## src/rtl/fir_test_sequencer.sv

```systemverilog
// Run controller for the FIR self-check path: streams ROM stimulus into
// the FIR, samples the verifier result per sample and reports done/pass.
module fir_test_sequencer #(
   parameter int NUM_SAMPLES = 16,
   parameter int FIR_LATENCY = 3,
   parameter int CNT_W       = 8
) (
   input  logic                    system1000,
   input  logic                    system1000_rst,
   input  logic                    start,
   input  logic                    abort,
   output logic [CNT_W-1:0]        stim_addr,
   input  logic signed [15:0]      stim_data,
   output logic signed [15:0]      fir_in,
   output logic                    fir_valid,
   input  logic signed [15:0]      fir_out,
   output logic signed [15:0]      verify_in,
   input  logic                    verify_ok,
   output logic                    busy,
   output logic                    done,
   output logic                    pass,
   output logic [CNT_W-1:0]        err_count,
   output logic [CNT_W-1:0]        chk_count
);

   localparam logic [1:0] IDLE  = 2'd0;
   localparam logic [1:0] FEED  = 2'd1;
   localparam logic [1:0] DRAIN = 2'd2;
   localparam logic [1:0] DONE  = 2'd3;

   localparam logic [CNT_W-1:0] LAST  = CNT_W'(NUM_SAMPLES - 1);
   localparam logic [CNT_W-1:0] TOTAL = CNT_W'(NUM_SAMPLES);
   localparam logic [CNT_W-1:0] SAT   = '1;

   logic [1:0]             state;
   logic [1:0]             state_nxt;
   logic [FIR_LATENCY-1:0] vline;
   logic                   chk_strobe;
   logic                   launch;
   logic                   issue;
   logic                   last_issue;
   logic                   last_chk;
   logic                   stop;
   logic [CNT_W-1:0]       chk_nxt;
   logic [CNT_W-1:0]       err_nxt;

   assign verify_in  = fir_out;
   assign chk_strobe = vline[FIR_LATENCY-1];
   assign launch     = start && !abort && (state == IDLE || state == DONE);
   assign stop       = abort && busy;
   // stim_addr rests at 0 outside FEED, so a launch issues sample 0 at once
   assign issue      = launch || (state == FEED);
   assign last_issue = (stim_addr == LAST);
   assign last_chk   = chk_strobe && (chk_nxt == TOTAL);

   always_comb begin
      chk_nxt = chk_count;
      err_nxt = err_count;
      if (chk_strobe) begin
         chk_nxt = chk_count + 1'b1;
         if (!verify_ok && err_count != SAT)
            err_nxt = err_count + 1'b1;
      end
   end

   always_comb begin
      state_nxt = state;
      case (state)
         IDLE, DONE: begin
            if (launch)
               state_nxt = last_issue ? DRAIN : FEED;
            else if (abort)
               state_nxt = IDLE;
         end
         FEED: begin
            if (abort)
               state_nxt = IDLE;
            else if (last_issue)
               state_nxt = DRAIN;
         end
         DRAIN: begin
            if (abort)
               state_nxt = IDLE;
            else if (last_chk)
               state_nxt = DONE;
         end
         default: state_nxt = IDLE;
      endcase
   end

   always_ff @(posedge system1000) begin
      if (system1000_rst) begin
         state     <= IDLE;
         stim_addr <= '0;
         fir_in    <= '0;
         fir_valid <= 1'b0;
         vline     <= '0;
         err_count <= '0;
         chk_count <= '0;
         busy      <= 1'b0;
         done      <= 1'b0;
         pass      <= 1'b0;
      end else begin
         state <= state_nxt;
         busy  <= (state_nxt == FEED) || (state_nxt == DRAIN);
         done  <= (state == DRAIN) && (state_nxt == DONE);
         if (stop) begin
            // abandoned samples must never reach the counters
            vline     <= '0;
            fir_valid <= 1'b0;
            stim_addr <= '0;
         end else begin
            vline     <= (vline << 1) | FIR_LATENCY'(fir_valid);
            fir_valid <= issue;
            if (issue) begin
               fir_in    <= stim_data;
               stim_addr <= last_issue ? '0 : stim_addr + 1'b1;
            end
            if (launch) begin
               chk_count <= '0;
               err_count <= '0;
            end else begin
               chk_count <= chk_nxt;
               err_count <= err_nxt;
            end
            if (launch || abort)
               pass <= 1'b0;
            else if (state == DRAIN && last_chk)
               pass <= (err_nxt == '0);
         end
      end
   end

endmodule

```

## config.mk

```make
export PLATFORM = sky130hd
export DESIGN_NAME = fir_test_sequencer
export DESIGN_NICKNAME = d
export VERILOG_FILES = /design/src/rtl/fir_test_sequencer.sv
export SDC_FILE = /design/constraint.sdc
export NUM_CORES = 1
export LEC_CHECK = 0
export BUFFER_PORTS_ARGS = -buffer_cell sky130_fd_sc_hd__buf_2
export CAP_MARGIN = 0
export CORE_ASPECT_RATIO = 1.4
export CORE_MARGIN = 4
export CORE_UTILIZATION = 52
export DETAILED_ROUTE_END_ITERATION = 8
export PLACE_DENSITY = 0.85
export SLEW_MARGIN = 25
export SYNTH_ARGS = -nofsm -noshare
export SYNTH_HDL_FRONTEND = slang
export SYNTH_SLANG_ARGS = --single-unit
```

## constraint.sdc

```tcl
create_clock -name system1000 -period 3.35 [get_ports system1000]
set_input_delay 0.335 -clock system1000 [delete_from_list [all_inputs] [get_ports system1000]]
set_output_delay 0.335 -clock system1000 [all_outputs]
set_load 0.01 [all_outputs]
```

==> results_dict.tcl, run 1 <==
set metrics [dict create \
    synth.top_cell.area_share_pct 39.8 \
    syn-cell-area_um2 2470 \
    final_clock_period_utilization_by_the_worst_path_pct 70.5 \
    area_growth_pct 14.2 \
    floorplan.die_area_um2 5920 \
    setup.worst_path.start_class "flop" \
    yosys.area_share.simple_pct 29.3 \
    dominant_combinational_cell_family_by_area_after_synthesis "simple AND/OR/NAND/NOR gates" \
    maximum_level_of_the_cts_h_tree 2 \
    internal_power_mw 0.896 \
    largest_area_contributor_in_the_synthesized_netlist "sky130_fd_sc_hd__dfxtp_1" \
    finalInstanceArea_um2 2820 \
    finalMaxSlewViolations 0 \
    fin_worst_hold_slack_ns 0.267 \
    layout.nets 397 \
    yosysWarnings 0 \
    dieWidth_um 66.2 \
    post_cts.resized_instances 0 \
    power_frac_seq_pct 52.2 \
    worstSetupPathType "flop to flop" \
    antenna-diode-count 0 \
    cts_buffers 5 \
    cp_max_fo 12 \
    rsz0062_at_grt "false" \
    grt_max_degree 42 \
    total_switching_power_mw 0.282 \
    worst_slew_margin_rel_pct 50.3 \
    postSynthAreaPerCell_um2 7.93 \
    most-common-layout-cells "sky130_fd_sc_hd__buf_2 (64), sky130_fd_sc_hd__nand2_1 (52), sky130_fd_sc_hd__dfxtp_1 (49)" \
    synth_xor_area_share_pct 4.26 \
    netlist_instances 311 \
    adder_cell_area_share_of_the_yosys_netlist_pct 3.04 \
    clk-insertion-delay-late_ns 0.29 \
    synth_seq_cells 49 \
    tritoncts "built" \
    netlist_cell_types 43 \
    syn-num-nets 354 \
    placeableCoreArea_um2 4570 \
    detail_route.first_pass.iterations 4 \
    overflow_left_after_global_routing 0 \
    detail_routed_via_count_per_cell 5.45 \
    p_sw_share_pct 23.9 \
    clock_skew_ns 0.00523 \
    top_level_i_o_count 97 \
    first_iter_violations 110 \
    grt_antenna_before_repair 0 \
    synth.area.top_cells "sky130_fd_sc_hd__dfxtp_1 (40%), sky130_fd_sc_hd__nand2_1 (7.9%), sky130_fd_sc_hd__a21oi_1 (7.5%)" \
    max_cap_viol_count 0 \
    gpl.final_weighted_congestion 0.858 \
    globalRouteTotalUtil_pct 19.1 \
    holdCritPathClass "input pin to flop" \
    drt-wirelength-per-cell_um 13.0 \
    port_buffers 64 \
    synth_enable_flop_cells 0 \
    timing.final.ws_setup_ns 0.988 \
    route.detailed.drc 0 \
    clock_tree.root_cell "sky130_fd_sc_hd__clkbuf_8" \
    ir_drop_uv 278 \
    powerDensity_nw_per_um2 418 \
    routed-via-count 2271 \
    std_cell_rows 29 \
    end_kind "flop" \
    initial_core_util_pct 53.9 \
    final_common_cell "sky130_fd_sc_hd__buf_2" \
    routed_wl_mm 5.42 \
    hold_viol_final 0 \
    wire_length_of_the_first_global_routing_pass_mm 9.07 \
    p_comb_share_pct 11.4 \
    post_cts.repair.setup_buffers 0 \
    clock_power_share_pct 36.5 \
    via_count_of_the_first_global_routing_pass 2146 \
    setup_total_negative_slack_ns 0 \
    setup_viol 0 \
    muxShareOfSynthArea_pct 1.67 \
    period_minus_slack_ns 2.36 \
    post-place-ws_ns 1.02 \
    worst_ep_arrival_time_ns 2.52 \
    synth_compound_gate_area_share_pct 14.3 \
    worst-slew-pin-transition_ns 0.746 \
    dp.final_hpwl_mm 4.02 \
    synth-seq-area-share_pct 39.8 \
    p_leak_nw 1.22 \
    cts_hold_buffers 0 \
    cts.reportedPaths.clkPinSlew_ns 0.09 \
    synthArstFlopShare_pct 0 \
    ys.flop_type "sky130_fd_sc_hd__dfxtp_1" \
    drtAntennaViolNets 0 \
    achievable-frequency_mhz 423 \
    clock_sinks 49 \
    dpl_cell_area_um2 2700 \
    clock_tree.buffer_depth 2 \
    outcome "completed" \
    post_route_cells_drive_above_1_share_pct 21.7 \
    cp_data_required_time_ns 3.51 \
    die_height_um 89.5 \
]
-- sequential cells by signal, indices dropped and copies added, names as in the netlist --
name	count
busy	1
chk_count	8
done	1
err_count	8
fir_in	16
fir_valid	1
pass	1
state	2
stim_addr	8
vline	3
-- per-stage QoR --
step	utilization, %	cells	power [mW]
final	61.6	417	1.18
after CTS	61.6	417	1.20
after floorplan	-	311	0.733
after global placement	59.1	409	0.760
after global routing	61.6	417	1.24
after detailed placement	59.1	409	0.764
-- final timing paths --
| kind | start | endpoint | slack, ns | cells after the start |
|---|---|---|---|---|
| setup / recovery | vline[2] | busy | 0.99 | 8 |
| hold / removal | stim_data[5] | fir_in[5] | 0.27 | 3 |
| setup reg to reg | vline[2] | busy | 0.99 | 8 |
| hold reg to reg | vline[1] | vline[2] | 0.43 | 1 |
-- worst max-delay path, cell delays in order, from the launching register on --
cell                      delay (ns)
sky130_fd_sc_hd__dfxtp_1        0.53
sky130_fd_sc_hd__nand4_1        0.31
sky130_fd_sc_hd__nor2_1         0.29
sky130_fd_sc_hd__mux2i_1        0.21
sky130_fd_sc_hd__a21oi_1        0.11
sky130_fd_sc_hd__o31ai_1        0.30
sky130_fd_sc_hd__nor2_1         0.08
sky130_fd_sc_hd__ha_1           0.28
sky130_fd_sc_hd__nor2b_1        0.12
-- cells in the mapped netlist, types with 4 or more instances --
library cell	n
sky130_fd_sc_hd__nand4b_1	4
sky130_fd_sc_hd__dfxtp_1	49
sky130_fd_sc_hd__nor3_1	11
sky130_fd_sc_hd__nand3_1	6
sky130_fd_sc_hd__nand4_1	7
sky130_fd_sc_hd__clkbuf_1	11
sky130_fd_sc_hd__xor2_1	10
sky130_fd_sc_hd__nor2_1	32
sky130_fd_sc_hd__a21oi_1	37
sky130_fd_sc_hd__o21ai_0	10
sky130_fd_sc_hd__ha_1	6
sky130_fd_sc_hd__nor4_1	4
sky130_fd_sc_hd__inv_1	5
sky130_fd_sc_hd__buf_4	16
sky130_fd_sc_hd__nand2_1	52
sky130_fd_sc_hd__and2_1	8
-- kinds of logic (layout without fill, tap and decap cells) --
group,count (synthesis),in the layout
compound gates,60,60
xor+xnor,12,12
fa+ha+maj,6,6
buf+inv,34,78
flops,49,49
mux,4,4
simple gates,146,146
-- power by group through the flow --
stage	Clock, mW	Combinational [mW]	Sequential (mW)
after floorplan	0	0.0962	0.636
after global placement	0	0.132	0.628
after detailed placement	0	0.135	0.628
after CTS	0.448	0.135	0.615
after global routing	0.466	0.152	0.618
final	0.429	0.134	0.615
-- final cells by class --
| cell class | instances | area (um2) |
|---|---|---|
| tap | 62 | 77.6 |
| inverter | 5 | 18.8 |
| multi-input combinational | 228 | 1290 |
| clock inverter | 1 | 30.0 |
| fill | 425 | 1760 |
| clock buffer | 7 | 86.3 |
| timing repair buffer | 65 | 328 |
| sequential | 49 | 981 |
-- routing by layer --
layer	track usage, %	up-vias	wire (um)
li1	-	1151	-
met1	21.5	1046	2210
met3	4.78	5	418
met2	34.5	69	2740
met5	0	-	0
met4	7.21	0	53
No activity file was read; power rests on OpenSTA's default activity.
==> run 2: changes to the inputs <==
--- a/config.mk
+++ b/config.mk
@@ -9,9 +9,9 @@
 export CAP_MARGIN = 0
 export CORE_ASPECT_RATIO = 1.4
 export CORE_MARGIN = 4
-export CORE_UTILIZATION = 52
+export CORE_UTILIZATION = 44
 export DETAILED_ROUTE_END_ITERATION = 8
-export PLACE_DENSITY = 0.85
+export PLACE_DENSITY = 0.76
 export SLEW_MARGIN = 25
 export SYNTH_ARGS = -nofsm -noshare
 export SYNTH_HDL_FRONTEND = slang
==> constraint.sdc (replaced) <==
create_clock -name system1000 -period 2.05 [get_ports system1000]
set_input_delay 0.205 -clock system1000 [delete_from_list [all_inputs] [get_ports system1000]]
set_output_delay 0.205 -clock system1000 [all_outputs]
set_load 0.01 [all_outputs]
==> results_dict.tcl, run 2 (synthesized netlist as in run 1, its figures left out) <==
set metrics [dict create \
    drt-wirelength-per-cell_um 13.6 \
    grt_max_degree 41 \
    worst_ep_arrival_time_ns 2.15 \
    cp_max_fo 6 \
    most-common-layout-cells "sky130_fd_sc_hd__buf_2 (64), sky130_fd_sc_hd__nand2_1 (51), sky130_fd_sc_hd__dfxtp_1 (40)" \
    cts.reportedPaths.clkPinSlew_ns 0.09 \
    p_leak_nw 1.36 \
    cts_hold_buffers 0 \
    stdcell_count 448 \
    post-place-ws_ns -0.0375 \
    dpl.cell_count 436 \
    clock_skew_ns 0.00398 \
    grt_antenna_before_repair 0 \
    layout.nets 422 \
    holdCritPathClass "input pin to flop" \
    tritoncts "built" \
    clock_tree.root_cell "sky130_fd_sc_hd__clkbuf_8" \
    globalRouteTotalUtil_pct 18.7 \
    routed_wl_mm 6.11 \
    cp_data_required_time_ns 2.24 \
    floorplan.die_area_um2 6880 \
    achievable-frequency_mhz 509 \
    cts_buffers 5 \
    routed-via-count 2392 \
    worstSetupPathType "flop to flop" \
    final_common_cell "sky130_fd_sc_hd__buf_2" \
    post_route_cells_drive_above_1_share_pct 32.6 \
    clk-insertion-delay-late_ns 0.31 \
    setup_viol 0 \
    worst_slew_margin_rel_pct 61.1 \
    util_after_layout_pct 56.5 \
    rsz0062_at_grt "true" \
    overflow_left_after_global_routing 0 \
    end_kind "flop" \
    std_cell_rows 32 \
    regMostFlops "fir_in" \
    initial_core_util_pct 45.0 \
    maximum_level_of_the_cts_h_tree 2 \
    clock_tree.buffer_depth 2 \
    antenna-diode-count 0 \
    first_iter_violations 60 \
    timing.final.ws_setup_ns 0.0847 \
    outcome "completed" \
    powerDensity_nw_per_um2 641 \
    max_cap_viol_count 0 \
    hold_viol_final 0 \
    detail_route.first_pass.iterations 4 \
    setup.worst_path.start_class "flop" \
    area_growth_pct 25.6 \
    final_clock_period_utilization_by_the_worst_path_pct 95.9 \
    detail_routed_via_count_per_cell 5.34 \
    die_height_um 96.6 \
    drtAntennaViolNets 0 \
    clock_sinks 49 \
    period_minus_slack_ns 1.97 \
    ir_drop_uv 504 \
    wire_length_of_the_first_global_routing_pass_mm 10.4 \
    port_buffers 64 \
    gpl.final_weighted_congestion 0.839 \
    dp.final_hpwl_mm 4.38 \
    route.detailed.drc 0 \
    via_count_of_the_first_global_routing_pass 2362 \
    placeableCoreArea_um2 5490 \
    largest_register_ffs 16 \
    worst-slew-pin-transition_ns 0.583 \
    dieWidth_um 71.3 \
    finalMaxSlewViolations 0 \
    top_level_i_o_count 97 \
]
[run 2: cell count changes in the layout (fill, tap and decap cells not counted), sizes merged]
cell	before	now
clkbuf	7	6
buf	65	90
clkinvlp	0	1
[run 2: final cells by class]
type,instances,area [um2]
multi-input cells,228,1350
flip-flops and latches,49,997
inverters,5,18.8
repair buffers,90,528
fillers,506,2390
clock inverters,2,37.5
clock buffers,6,82.6
well taps,68,85.1
[run 2: worst paths after layout]
check / start / to / slack, ns / cells after the start
worst max-delay path: vline[2] / busy / 0.08 / 8
worst min register to register: vline[0] / vline[1] / 0.44 / 1
worst min-delay path: stim_data[3] / fir_in[3] / 0.13 / 3
worst max register to register: vline[2] / busy / 0.08 / 8
[run 2: power breakdown]
group / total (mW) / switching, mW / internal, mW / leakage [nW]
Clock: 0.721 / 0.324 / 0.397 / 0.0574
Sequential: 1.01 / 0.0223 / 0.986 / 0.403
Combinational: 0.257 / 0.149 / 0.108 / 0.898
[run 2: critical path, cell delays in order, from the launching register on]
cell,delay (ns)
sky130_fd_sc_hd__dfxtp_2,0.41
sky130_fd_sc_hd__nand4_1,0.16
sky130_fd_sc_hd__nor2_2,0.17
sky130_fd_sc_hd__mux2i_1,0.24
sky130_fd_sc_hd__a21oi_2,0.10
sky130_fd_sc_hd__o31ai_1,0.27
sky130_fd_sc_hd__nor2_1,0.09
sky130_fd_sc_hd__ha_1,0.27
sky130_fd_sc_hd__nor2b_1,0.13
[run 2: metal layers]
layer / vias up / share of wire (%) / GRT usage, % / routed length, um
li1: 1198 / - / - / -
met2: 73 / 49 / 32.2 / 2960
met4: 0 / 1.9 / 7.84 / 117
met1: 1112 / 42 / 21.6 / 2560
met5: - / 0 / 0 / 0
met3: 9 / 7.5 / 5.07 / 459
[run 2: timing repair]
| action | in CTS | in global routing |
|---|---|---|
| setup buffers | 0 | 4 |
| gates resized for setup | 3 | 19 |
| setup endpoints to repair | 12 | 29 |
| pin swaps | 0 | 5 |
[run 2: stage by stage]
| stage | setup TNS (ns) | instance area (um2) | hold WS (ns) | total power [mW] |
|---|---|---|---|---|
| floorplan | 0 | 2470 | 0.341 | 1.20 |
| global placement | -0.00688 | 2880 | 0.410 | 1.26 |
| detailed placement | -0.0375 | 2880 | 0.410 | 1.27 |
| CTS | 0 | 3010 | 0.120 | 1.98 |
| global route | -0.0485 | 3100 | 0.118 | 2.07 |
| finish | 0 | 3100 | 0.125 | 1.99 |
